<file path="config.mk">
export PLATFORM = sky130hd
export DESIGN_NAME = fifo_read_pkt
export DESIGN_NICKNAME = d
export VERILOG_FILES = /design/src/rtl/fifo_pkt_pkg.sv /design/src/rtl/fifo_rd_skid.sv /design/src/rtl/fifo_read_pkt.sv
export SDC_FILE = /design/constraint.sdc
export NUM_CORES = 1
export LEC_CHECK = 0
export ABC_AREA = 1
export BUFFER_PORTS_ARGS = -buffer_cell sky130_fd_sc_hd__buf_2
export CORE_MARGIN = 4
export CORE_UTILIZATION = 40
export DETAILED_ROUTE_END_ITERATION = 6
export PLACE_DENSITY = 0.68
export SLEW_MARGIN = 20
export SYNTH_ARGS = -nofsm -noshare
export SYNTH_HDL_FRONTEND = slang
export SYNTH_HIERARCHICAL = 1
export SYNTH_SLANG_ARGS = --single-unit
export TNS_END_PERCENT = 1
</file>
<file path="constraint.sdc">
create_clock -name clk -period 4.3 [get_ports clk]
set_input_delay 0.215 -clock clk [delete_from_list [all_inputs] [get_ports clk]]
set_output_delay 0.215 -clock clk [all_outputs]
set_load 0.005 [all_outputs]
</file>
<file path="src/rtl/fifo_pkt_pkg.sv">
// Shared definitions for the packet FIFO writer/reader pair: one-hot state
// codes, default sync bytes and the fixed header length.
package fifo_pkt_pkg;

  localparam logic [7:0] ST_IDLE  = 8'h01;
  localparam logic [7:0] ST_SYNC0 = 8'h02;
  localparam logic [7:0] ST_SYNC1 = 8'h04;
  localparam logic [7:0] ST_PARTH = 8'h08;
  localparam logic [7:0] ST_PARTL = 8'h10;
  localparam logic [7:0] ST_DATA  = 8'h20;
  localparam logic [7:0] ST_LAST  = 8'h40;
  localparam logic [7:0] ST_ERR   = 8'h80;

  localparam logic [7:0]  HEAD0_DEF = 8'h55;
  localparam logic [7:0]  HEAD1_DEF = 8'hAA;

  // Sync word (2 bytes) plus part field (2 bytes).
  localparam logic [11:0] HDR_LEN = 12'd4;

endpackage

</file>
<file path="src/rtl/fifo_rd_skid.sv">
// Two-entry byte buffer between the FIFO read pipeline and the downstream
// valid/ready port. The valid flag is a register; the data word is held
// steady while a byte waits for ready.
module fifo_rd_skid (
  input  logic       clk,
  input  logic       rst,
  input  logic       flush,
  input  logic       wr_en,
  input  logic [7:0] wr_data,
  input  logic       rd_ready,
  output logic [7:0] rd_data,
  output logic       rd_valid,
  output logic [1:0] count
);

  logic [7:0] mem_r [2];
  logic       wr_ptr_r;
  logic       rd_ptr_r;
  logic [1:0] cnt_r;
  logic [1:0] cnt_next_s;
  logic       valid_r;
  logic       pop_s;
  logic       push_s;

  assign pop_s    = valid_r & rd_ready;
  // The issuer never overfills; the guard keeps a full buffer intact anyway.
  assign push_s   = wr_en & ((cnt_r != 2'd2) | pop_s);
  assign rd_data  = mem_r[rd_ptr_r];
  assign rd_valid = valid_r;
  assign count    = cnt_r;

  // Occupancy update: a simultaneous push and pop leaves the count unchanged.
  always_comb begin
    cnt_next_s = cnt_r;
    case ({push_s, pop_s})
      2'b10:   cnt_next_s = cnt_r + 2'd1;
      2'b01:   cnt_next_s = cnt_r - 2'd1;
      default: cnt_next_s = cnt_r;
    endcase
  end

  // Storage, pointers and the registered valid flag; flush empties the buffer.
  always_ff @(posedge clk or posedge rst) begin
    if (rst) begin
      mem_r[0] <= 8'h00;
      mem_r[1] <= 8'h00;
      wr_ptr_r <= 1'b0;
      rd_ptr_r <= 1'b0;
      cnt_r    <= 2'd0;
      valid_r  <= 1'b0;
    end else if (flush) begin
      wr_ptr_r <= 1'b0;
      rd_ptr_r <= 1'b0;
      cnt_r    <= 2'd0;
      valid_r  <= 1'b0;
    end else begin
      if (push_s) begin
        mem_r[wr_ptr_r] <= wr_data;
        wr_ptr_r        <= ~wr_ptr_r;
      end
      if (pop_s) begin
        rd_ptr_r <= ~rd_ptr_r;
      end
      cnt_r   <= cnt_next_s;
      valid_r <= (cnt_next_s != 2'd0);
    end
  end

endmodule

</file>
<file path="src/rtl/fifo_read_pkt.sv">
// Packet reader: pops bytes from a standard FIFO, hunts for the sync word,
// latches the part field and streams the payload on a valid/ready port.
module fifo_read_pkt
  import fifo_pkt_pkg::*;
#(
  parameter int         TIMEOUT_CYC = 1024,
  parameter logic [7:0] HEAD0       = HEAD0_DEF,
  parameter logic [7:0] HEAD1       = HEAD1_DEF
) (
  input  logic        clk,
  input  logic        rst,
  input  logic        fifo_empty,
  output logic        fifo_rden,
  input  logic [7:0]  fifo_rxd,
  input  logic        fs,
  output logic        fd,
  input  logic [11:0] data_len,
  output logic [7:0]  dout,
  output logic        dout_valid,
  input  logic        dout_ready,
  output logic        dout_last,
  output logic [15:0] part_out,
  output logic        err,
  output logic [7:0]  so
);

  localparam logic [11:0] TMO_LAST = 12'(TIMEOUT_CYC - 1);

  logic [7:0]  state_r;
  logic [7:0]  state_next_s;
  logic [11:0] len_r;
  logic [11:0] req_cnt_r;
  logic [11:0] tx_cnt_r;
  logic [11:0] tmo_cnt_r;
  logic [15:0] part_r;
  logic        rd_pend_r;
  logic        fd_r;
  logic        err_r;

  logic [11:0] len_m4_s;
  logic [11:0] len_m5_s;
  logic [1:0]  skid_cnt_s;
  logic [1:0]  occ_s;
  logic        want_s;
  logic        rd_acc_s;
  logic        tmo_act_s;
  logic        tmo_inc_s;
  logic        tmo_hit_s;
  logic        tx_fire_s;
  logic        push_s;
  logic        flush_s;

  assign len_m4_s  = len_r - HDR_LEN;
  assign len_m5_s  = len_r - 12'd5;
  // Bytes already committed to the buffer: stored plus one possibly in flight.
  assign occ_s     = skid_cnt_s + {1'b0, rd_pend_r};
  assign rd_acc_s  = want_s & ~fifo_empty;
  assign fifo_rden = rd_acc_s;
  assign tmo_inc_s = tmo_act_s & want_s & fifo_empty;
  assign tmo_hit_s = tmo_inc_s & (tmo_cnt_r == TMO_LAST);
  assign tx_fire_s = dout_valid & dout_ready;
  assign push_s    = rd_pend_r & (state_r == ST_DATA);
  assign flush_s   = (state_next_s == ST_IDLE) | (state_next_s == ST_ERR);
  assign dout_last = dout_valid & (state_r == ST_DATA) & (tx_cnt_r == len_m5_s);
  assign part_out  = part_r;
  assign fd        = fd_r;
  assign err       = err_r;
  assign so        = state_r;

  // Read-issue decision: header bytes one at a time, payload pipelined.
  always_comb begin
    want_s    = 1'b0;
    tmo_act_s = 1'b0;
    case (state_r)
      ST_SYNC0: begin
        want_s    = fs & ~rd_pend_r;
        tmo_act_s = 1'b0;
      end
      ST_SYNC1, ST_PARTH, ST_PARTL: begin
        want_s    = fs & ~rd_pend_r;
        tmo_act_s = 1'b1;
      end
      ST_DATA: begin
        want_s    = fs & (req_cnt_r < len_m4_s) & (occ_s < 2'd2);
        tmo_act_s = 1'b1;
      end
      default: begin
        want_s    = 1'b0;
        tmo_act_s = 1'b0;
      end
    endcase
  end

  // Next-state logic; fs dropping mid-packet aborts quietly to IDLE.
  always_comb begin
    state_next_s = state_r;
    case (state_r)
      ST_IDLE: begin
        if (fs) state_next_s = (data_len < HDR_LEN) ? ST_ERR : ST_SYNC0;
        else    state_next_s = ST_IDLE;
      end
      ST_SYNC0: begin
        if (!fs)                              state_next_s = ST_IDLE;
        else if (rd_pend_r && fifo_rxd == HEAD0) state_next_s = ST_SYNC1;
        else                                  state_next_s = ST_SYNC0;
      end
      ST_SYNC1: begin
        if (!fs)                   state_next_s = ST_IDLE;
        else if (tmo_hit_s)        state_next_s = ST_ERR;
        else if (!rd_pend_r)       state_next_s = ST_SYNC1;
        else if (fifo_rxd == HEAD1) state_next_s = ST_PARTH;
        else if (fifo_rxd == HEAD0) state_next_s = ST_SYNC1;
        else                       state_next_s = ST_SYNC0;
      end
      ST_PARTH: begin
        if (!fs)            state_next_s = ST_IDLE;
        else if (tmo_hit_s) state_next_s = ST_ERR;
        else if (rd_pend_r) state_next_s = ST_PARTL;
        else                state_next_s = ST_PARTH;
      end
      ST_PARTL: begin
        if (!fs)            state_next_s = ST_IDLE;
        else if (tmo_hit_s) state_next_s = ST_ERR;
        else if (rd_pend_r) state_next_s = (len_r == HDR_LEN) ? ST_LAST : ST_DATA;
        else                state_next_s = ST_PARTL;
      end
      ST_DATA: begin
        if (!fs)                                    state_next_s = ST_IDLE;
        else if (tmo_hit_s)                         state_next_s = ST_ERR;
        else if (tx_fire_s && tx_cnt_r == len_m5_s) state_next_s = ST_LAST;
        else                                        state_next_s = ST_DATA;
      end
      ST_LAST: state_next_s = fs ? ST_LAST : ST_IDLE;
      ST_ERR:  state_next_s = fs ? ST_ERR : ST_IDLE;
      default: state_next_s = ST_IDLE;
    endcase
  end

  // State register with registered done/error flags decoded from next state.
  always_ff @(posedge clk or posedge rst) begin
    if (rst) begin
      state_r <= ST_IDLE;
      fd_r    <= 1'b0;
      err_r   <= 1'b0;
    end else begin
      state_r <= state_next_s;
      fd_r    <= (state_next_s == ST_LAST);
      err_r   <= (state_next_s == ST_ERR);
    end
  end

  // Length latch, request/transmit/timeout counters, in-flight flag, part field.
  always_ff @(posedge clk or posedge rst) begin
    if (rst) begin
      len_r     <= 12'd0;
      req_cnt_r <= 12'd0;
      tx_cnt_r  <= 12'd0;
      tmo_cnt_r <= 12'd0;
      rd_pend_r <= 1'b0;
      part_r    <= 16'h0000;
    end else begin
      rd_pend_r <= rd_acc_s;
      if (state_r == ST_IDLE) begin
        req_cnt_r <= 12'd0;
        tx_cnt_r  <= 12'd0;
        tmo_cnt_r <= 12'd0;
        if (fs) len_r <= data_len;
      end else begin
        if (rd_acc_s && state_r == ST_DATA) req_cnt_r <= req_cnt_r + 12'd1;
        if (tx_fire_s)                      tx_cnt_r  <= tx_cnt_r + 12'd1;
        if (rd_acc_s)                       tmo_cnt_r <= 12'd0;
        else if (tmo_inc_s)                 tmo_cnt_r <= tmo_cnt_r + 12'd1;
      end
      if (rd_pend_r && state_r == ST_PARTH) part_r[15:8] <= fifo_rxd;
      if (rd_pend_r && state_r == ST_PARTL) part_r[7:0]  <= fifo_rxd;
    end
  end

  fifo_rd_skid u_skid (
    .clk      (clk),
    .rst      (rst),
    .flush    (flush_s),
    .wr_en    (push_s),
    .wr_data  (fifo_rxd),
    .rd_ready (dout_ready),
    .rd_data  (dout),
    .rd_valid (dout_valid),
    .count    (skid_cnt_s)
  );

endmodule

</file>
==> metrics.md, run 1 <==
| Metric | Value |
|---|---|
| Status | `complete, no violations` |
| # placed instances | `999` |
| H-tree depth | `3` |
| Design area | `6570 sq um` |
| Crit-path cells | `inv_1 > ha_1 > nand2_1 > nor3_1 > nand2_1 > xor2_1 > ha_1 > nand2_1 > inv_1 > nand2_1 > nand3_1 > nor2_2 > nand2_2 > nand2_4 > nand3_1 > nand3b_1 > nor2_1 > nand3_1 > nand2_1` |
| Top FF cell, synth | `dfrtp_1` |
| Chip Width | `about 130 microns` |
| Max cap viols | `0` |
| GRT overflow | `0` |
| Final Cycle Share | `between 70% and 80%` |
| Final hold vios | `0` |
| Fin crit period | `3.39 ns` |
| Row cnt | `between 40 and 50` |
| Ports | `62` |
| Final-stage net count | `just under 900` |
| Largest net degree at the start of global routing | `between 40 and 50` |
| Hold WS | `just over 0.01 ns` |
| Die area | `between 15000 and 20000 sq um` |
| Share of post-route cells with drive strength above 1 | `between 10% and 20%` |
| Clock Skew | `roughly 0.012 ns` |
| Setup TNS Final | `0 ns` |
| Final Max Slew Viols | `0` |
| Antenna Cells | `0` |
| R2R depth | `19` |
| Initial drt markers | `about 350` |
| Flop-to-flop setup slack | `0.91 ns` |
| Post-synth EDFFs | `0` |
| Worst skew pair latency | `roughly 0.36 ns` |
| Asr flop ratio synth | `100%` |
| Hold-fix buffers, CTS | `0` |
| DR WL/cell | `13.5 microns` |
| Relative slew slack | `around 43%` |
| Via density | `4.99` |
| Post-Syn Nets | `around 810` |
| Number of distinct library cells after synthesis | `38` |
| P&R area growth vs syn | `13.4%` |
| RSZ-0062 raised after global routing | `no` |
| Post-place setup slack | `0.938 ns` |
| Switch share | `34.7%` |
| Final wirelength | `13700 microns` |
| Clock Tree Buf Depth | `2` |
| Buffers on Ports | `61` |
| Clock Power Share | `34.6%` |
| GRT Util Overall | `between 10% and 20%` |
| CP startpoint kind | `register` |
| Fillers | `1433` |
| CP startpoint | `len_r[2]` |
| Int Power | `~0.0015 W` |
| First-pass GRT wire length | `roughly 23000 microns` |
| Post-Layout Cell Count | `slightly above 1000` |
| Worst R2R Start | `len_r[2]` |
| Dpl hpwl | `10300 microns` |
| Post-CTS Setup Inserts | `0` |
| Clock Sinks | `96` |
| Fmax | `slightly below 300 MHz` |
| Initial antenna violation count | `0` |
| Pwr per Cell Area | `about 360 nW/um^2` |
| Resize count post-CTS | `0` |
| Crit-path slowest cell | `dfrtp_1` |
| Register share of total power | `a little over two fifths` |
| Routability cong. | `approximately 0.9` |
| CTS buffer count | `9` |
| Crit Path Class | `reg2reg` |
| Yosys Warn Count | `6` |
| Critical Path End Type | `register` |
| Worst-Margin Slew | `0.853 ns` |
| Die Y | `128 microns` |
| Max IR drop VDD | `between 150 and 200 uV` |
| Number of synthesized register bits | `96` |
| CP Max Fanout | `12` |
| Reg2reg end | `u_skid/mem_r[15]` |
| Worst-path clk slew | `about 0.08 ns` |
| TritonRoute pass-1 iters | `5` |
| Data required time of the worst path | `~4.6 ns` |
| HP Class | `in2async` |
| Total number of vias | `just over 5000` |
| Vias in the first global route | `between 4000 and 5000` |
| CTS tree | `yes` |
| Netlist Area Pre-Place | `approximately 5800 sq um` |
| Leakage | `around 3.3 nW` |
| Setup-failing EPs final | `0` |
| Share of the yosys chip area belonging to registers | `slightly above 40%` |
| Detail Route Antenna Nets | `0` |
| Combinational power share | `22.4%` |
| CP endpoint | `u_skid/mem_r[15]` |
| Worst path max stage delay | `around 0.45 ns` |
| Root Buffer | `clkbuf_16` |
| Initial Util | `approximately 41%` |
| Core ar. | `14000 sq um` |
| Synth Instances | `between 700 and 800` |
| Most used cell, CP | `nand2_1` |
| Residual DRC count | `0` |
| Switch Pwr | `just over 0.0008 W` |
| Final worst setup slack | `approximately 0.91 ns` |
| WP data arrival | `3.69 ns` |
| Syn Area/Cell | `around 7.5 sq um` |
| Cell Area, Placed | `roughly 6300 sq um` |
critical path, delay by kind of cell, from the launching register on:
kind,cells,cell delay (ns)
xor gates and xnor gates,1,0.15
DFF,1,0.45
and+or+nand+nor,14,2.06
adders and majority gates,2,0.48
buffers and inverters,2,0.22
routing by layer:
metal  GRT usage [%]  wire length (microns)  up-vias
met1            25.7                   6690     2346
met3            2.86                    639       18
met2            25.8                   6130      105
li1                -                      -     2593
met4            6.49                    235        0
met5               0                      0        -
sequential cells by signal, summed over array words and instances (netlist names):
signal / count
err: 1
fd: 1
len_r: 12
part_out: 16
rd_pend_r: 1
req_cnt_r: 12
so: 8
tmo_cnt_r: 12
tx_cnt_r: 12
u_skid/count: 2
u_skid/mem_r: 16
u_skid/rd_ptr_r: 1
u_skid/rd_valid: 1
u_skid/wr_ptr_r: 1
power by group through the flow:
stage	combinational [W]	clock [W]	sequential [W]
finish	0.000528	0.000816	0.00101
global placement	0.000516	0	0.00103
floorplan	0.000409	0	0.00100
CTS	0.000530	0.000838	0.00101
detailed placement	0.000526	0	0.00103
global route	0.000614	0.000880	0.00102
how the worst min path moves through the flow:
stage,startpoint,to,slack (ns),depth (start not counted)
detailed placement,rst,u_skid/mem_r[3],0.42,2
CTS,rst,u_skid/mem_r[4],0.03,2
finish,rst,part_out[7],0.01,2
global route,rst,part_out[7],0.06,2
floorplan,rst,u_skid/count[0],0.19,1
global placement,rst,u_skid/mem_r[3],0.42,2
area by class of cell:
type                       instances  area [sq um]  area share [%]
tap                              180           225            3.43
inverter                         107           405            6.17
clock inverter                     7          80.1            1.22
clock buffer                       9           225            3.43
timing repair buffer              63           320            4.87
sequential                        96          2400            36.6
multi-input combinational        553          2910            44.3
cells in the mapped netlist, types with 8 or more instances:
cell type | n | share of area [%]
a21oi_1 | 24 | 2.1
dfrtp_1 | 95 | 41
ha_1 | 18 | 3.9
inv_1 | 99 | 6.4
mux2_2 | 8 | 1.6
nand2_1 | 219 | 14
nand2_2 | 8 | 0.86
nand3_1 | 57 | 4.9
nand4_1 | 15 | 1.6
nor2_1 | 68 | 4.4
nor3_1 | 16 | 1.4
nor4_1 | 8 | 0.86
o21ai_0 | 47 | 4.1
xnor2_1 | 8 | 1.2
xor2_1 | 19 | 2.9
placed cells by master (no fill, tap or decap), types with 3 or more instances in the layout:
cell and count:
clkbuf_16 9, nor2_2 5, ha_1 18, dfrtp_1 95, nand2_2 8, xnor2_1 8, nor2_4 6, nand3_1 57
buf_2 61, inv_2 7, inv_1 98, o21ai_0 47, nand4_1 15, a21oi_1 24, a31o_2 3, nand3b_1 3
nand2_1 219, nor2_1 68, mux2_2 8, nor3_1 16, o21ai_1 4, nor4_1 8, nand3_2 4, nand2_4 3
xor2_1 19
logic make-up after synthesis:
family	Yosys count	synth area share, %
and+or+nand+nor	421	33.5
buffers and inverters	121	8.25
DFF	96	41.5
AOI/OAI and AO/OA	79	7.21
xor gates and xnor gates	27	4.08
adders and majority gates	18	3.89
muxes	8	1.55
per-stage QoR:
| stage | util (%) | total power, W |
|---|---|---|
| 6_report | 46.8 | 0.00236 |
| 4_1_cts | 46.8 | 0.00238 |
| 5_1_grt | 46.8 | 0.00251 |
| 3_3_place_gp | 44.6 | 0.00154 |
| 2_1_floorplan | - | 0.00141 |
| 3_5_place_dp | 44.6 | 0.00155 |
No activity file was read; power rests on OpenSTA's default activity.
==> inputs of run 2 (changes only) <==
--- a/config.mk
+++ b/config.mk
@@ -10,7 +10,7 @@
 export CORE_MARGIN = 4
 export CORE_UTILIZATION = 40
 export DETAILED_ROUTE_END_ITERATION = 6
-export PLACE_DENSITY = 0.68
+export PLACE_DENSITY = 0.7
 export SLEW_MARGIN = 20
 export SYNTH_ARGS = -nofsm -noshare
 export SYNTH_HDL_FRONTEND = slang
==> constraint.sdc (replaced) <==
create_clock -name clk -period 2.8 [get_ports clk]
set_input_delay 0.14 -clock clk [delete_from_list [all_inputs] [get_ports clk]]
set_output_delay 0.14 -clock clk [all_outputs]
set_load 0.005 [all_outputs]
==> metrics.md, run 2 (synthesized netlist as in run 1, its figures left out) <==
| Metric | Value |
|---|---|
| HP Class | `in2reg` |
| Fillers | `1382 (-3.6%)` |
| Leakage | `3.39 nW (+2.6%)` |
| Clock Tree Buf Depth | `2 (unchanged)` |
| Final worst setup slack | `-0.0375 ns (-0.948 ns)` |
| Worst-Margin Slew | `0.834 ns (-0.0195 ns)` |
| Setup-failing EPs final | `9 (+9)` |
| Core ar. | `14000 sq um (unchanged)` |
| Worst R2R Start | `len_r[3]` |
| Commonest non-fill, non-tap cell in the layout | `nand2_1` |
| Initial antenna violation count | `0 (unchanged)` |
| Vias in the first global route | `4913 (+6.1%)` |
| Largest net degree at the start of global routing | `39 (-20%)` |
| Antenna Cells | `0 (unchanged)` |
| Buffers on Ports | `61 (unchanged)` |
| Cell Area, Placed | `6490 sq um (+3.6%)` |
| Setup TNS Final | `-0.191 ns (-0.191 ns)` |
| HP Start | `fifo_rxd[5]` |
| CP startpoint | `len_r[3]` |
| Max cap viols | `0 (unchanged)` |
| Critical Path End Type | `register` |
| GRT overflow | `0 (unchanged)` |
| CTS buffer count | `9 (unchanged)` |
| Initial Util | `41.3% (unchanged)` |
| Share of post-route cells with drive strength above 1 | `20.1% (+4.0 points)` |
| Commonest non-fill, non-tap cells in the layout | `nand2_1, inv_1, dfrtp_1` |
| GRT Util Overall | `17.7% (+0.30 points)` |
| Die area | `16500 sq um (unchanged)` |
| WP data arrival | `3.14 ns (-0.55 ns)` |
| Relative slew slack | `44.3% (+1.3 points)` |
| Fmax | `352 MHz (+19%)` |
| Via density | `4.93 (-1.1%)` |
| Detail Route Antenna Nets | `0 (unchanged)` |
| Final Cycle Share | `101% (+23 points)` |
| Clock Sinks | `96 (unchanged)` |
| Clock Skew | `0.00701 ns (-0.00511 ns)` |
| Worst skew pair latency | `0.36 ns (about the same)` |
| Register area | `2400 sq um (about the same)` |
| Crit Path Class | `reg2reg` |
| Data required time of the worst path | `3.10 ns (-1.50 ns)` |
| H-tree depth | `3 (unchanged)` |
| First-pass GRT wire length | `23400 microns (+1.2%)` |
| DR WL/cell | `13.4 microns (-0.88%)` |
| Row cnt | `43 (unchanged)` |
| Die Y | `128 microns (unchanged)` |
| Total number of vias | `5126 (+1.3%)` |
| Residual DRC count | `0 (unchanged)` |
| Max IR drop VDD | `283 uV (+42%)` |
| P&R area growth vs syn | `18.3%` |
| Design area | `6860 sq um (+4.3%)` |
| CP startpoint kind | `register` |
| Final wirelength | `13900 microns (+1.5%)` |
| Final hold vios | `0 (unchanged)` |
| Worst-path clk slew | `0.07 ns (about the same)` |
| Routability cong. | `0.954 (+4.7%)` |
| Final-stage net count | `897 (+2.7%)` |
| Multi-input combinational cell area | `3000 sq um (+2.9%)` |
| Failing checks | `negative setup slack` |
| Final Max Slew Viols | `0 (unchanged)` |
| Chip Width | `128 microns (unchanged)` |
| Dpl hpwl | `10500 microns (+2.1%)` |
| Status | `finished with violations` |
| Pwr per Cell Area | `556 nW/um^2 (+55%)` |
| CTS tree | `yes` |
| Ports | `62 (unchanged)` |
| TritonRoute pass-1 iters | `5 (unchanged)` |
| Fin crit period | `2.84 ns (-0.552 ns)` |
| CP Max Fanout | `8 (-4)` |
| Initial drt markers | `317 (-8.4%)` |
| Root Buffer | `clkbuf_16` |
| RSZ-0062 raised after global routing | `yes` |
-- run 2: area by class of cell --
type	instances	area share, %
clock inverters	6	0.821
multi-input cells	553	43.7
flip-flops and latches	96	35.1
well taps	180	3.29
clock buffers	10	3.49
repair buffers	87	7.57
inverters	107	6.00
-- run 2: worst max-delay path, cell delays in order, from the launching register on --
cell and delay [ns]:
dfrtp_2 0.44, inv_2 0.09, ha_4 0.14, nand2_2 0.07, nor3_4 0.14, nand2_1 0.08
xor2_1 0.15, ha_1 0.28, nand2_1 0.08, inv_1 0.06, nand2_1 0.06, nand3_1 0.08
nor2_2 0.05, nand2_2 0.08, nand2_4 0.05, nand3_2 0.06, nand3b_1 0.21, inv_4 0.19
nand3_4 0.09, nor2_4 0.22, nand2_1 0.08, nand2_1 0.07
-- run 2: path summary, 6_finish.rpt --
kind                                   end  slack, ns  cells past startpoint
setup reg to reg           u_skid/mem_r[0]      -0.04                     21
setup / recovery           u_skid/mem_r[0]      -0.04                     21
min in group asynchronous  u_skid/mem_r[1]       0.47                      3
max in group asynchronous         len_r[3]       1.61                      4
hold reg to reg            u_skid/mem_r[1]       0.48                      2
hold / removal             u_skid/mem_r[5]       0.01                      3
-- run 2: power breakdown --
group	internal, W	switching [W]
clock	0.000648	0.000595
combinational	0.000408	0.000644
sequential	0.00145	0.0000627
-- run 2: metrics by stage --
step | power (W) | instances | hold WS (ns) | setup slack [ns] | util, %
2_1_floorplan | 0.00219 | 770 | 0.117 | 0.000259 | -
3_3_place_gp | 0.00253 | 1021 | 0.344 | 0.0206 | 46.2
3_5_place_dp | 0.00255 | 1021 | 0.349 | -0.132 | 46.2
4_1_cts | 0.00382 | 1039 | 0.00307 | -0.0329 | 48.5
5_1_grt | 0.00405 | 1039 | 0.0178 | -0.287 | 48.8
6_report | 0.00381 | 1039 | 0.0105 | -0.0375 | 48.8
-- run 2: repair_timing --
item	in CTS	in global routing
endpoints found under the hold margin	57	0
hold buffers	1	0
cloned	0	0
resized for setup	3	15
buffers inserted	1	0
pin swaps	4	3
setup endpoints to repair	17	46
-- run 2: metal layers --
layer  up-vias  track usage, %  routed length (microns)
met2       114            27.2                     6260
met3        21            3.82                      660
li1       2633               -                        -
met5         -               0                        0
met4         0            5.93                      280
met1      2358            25.0                     6690
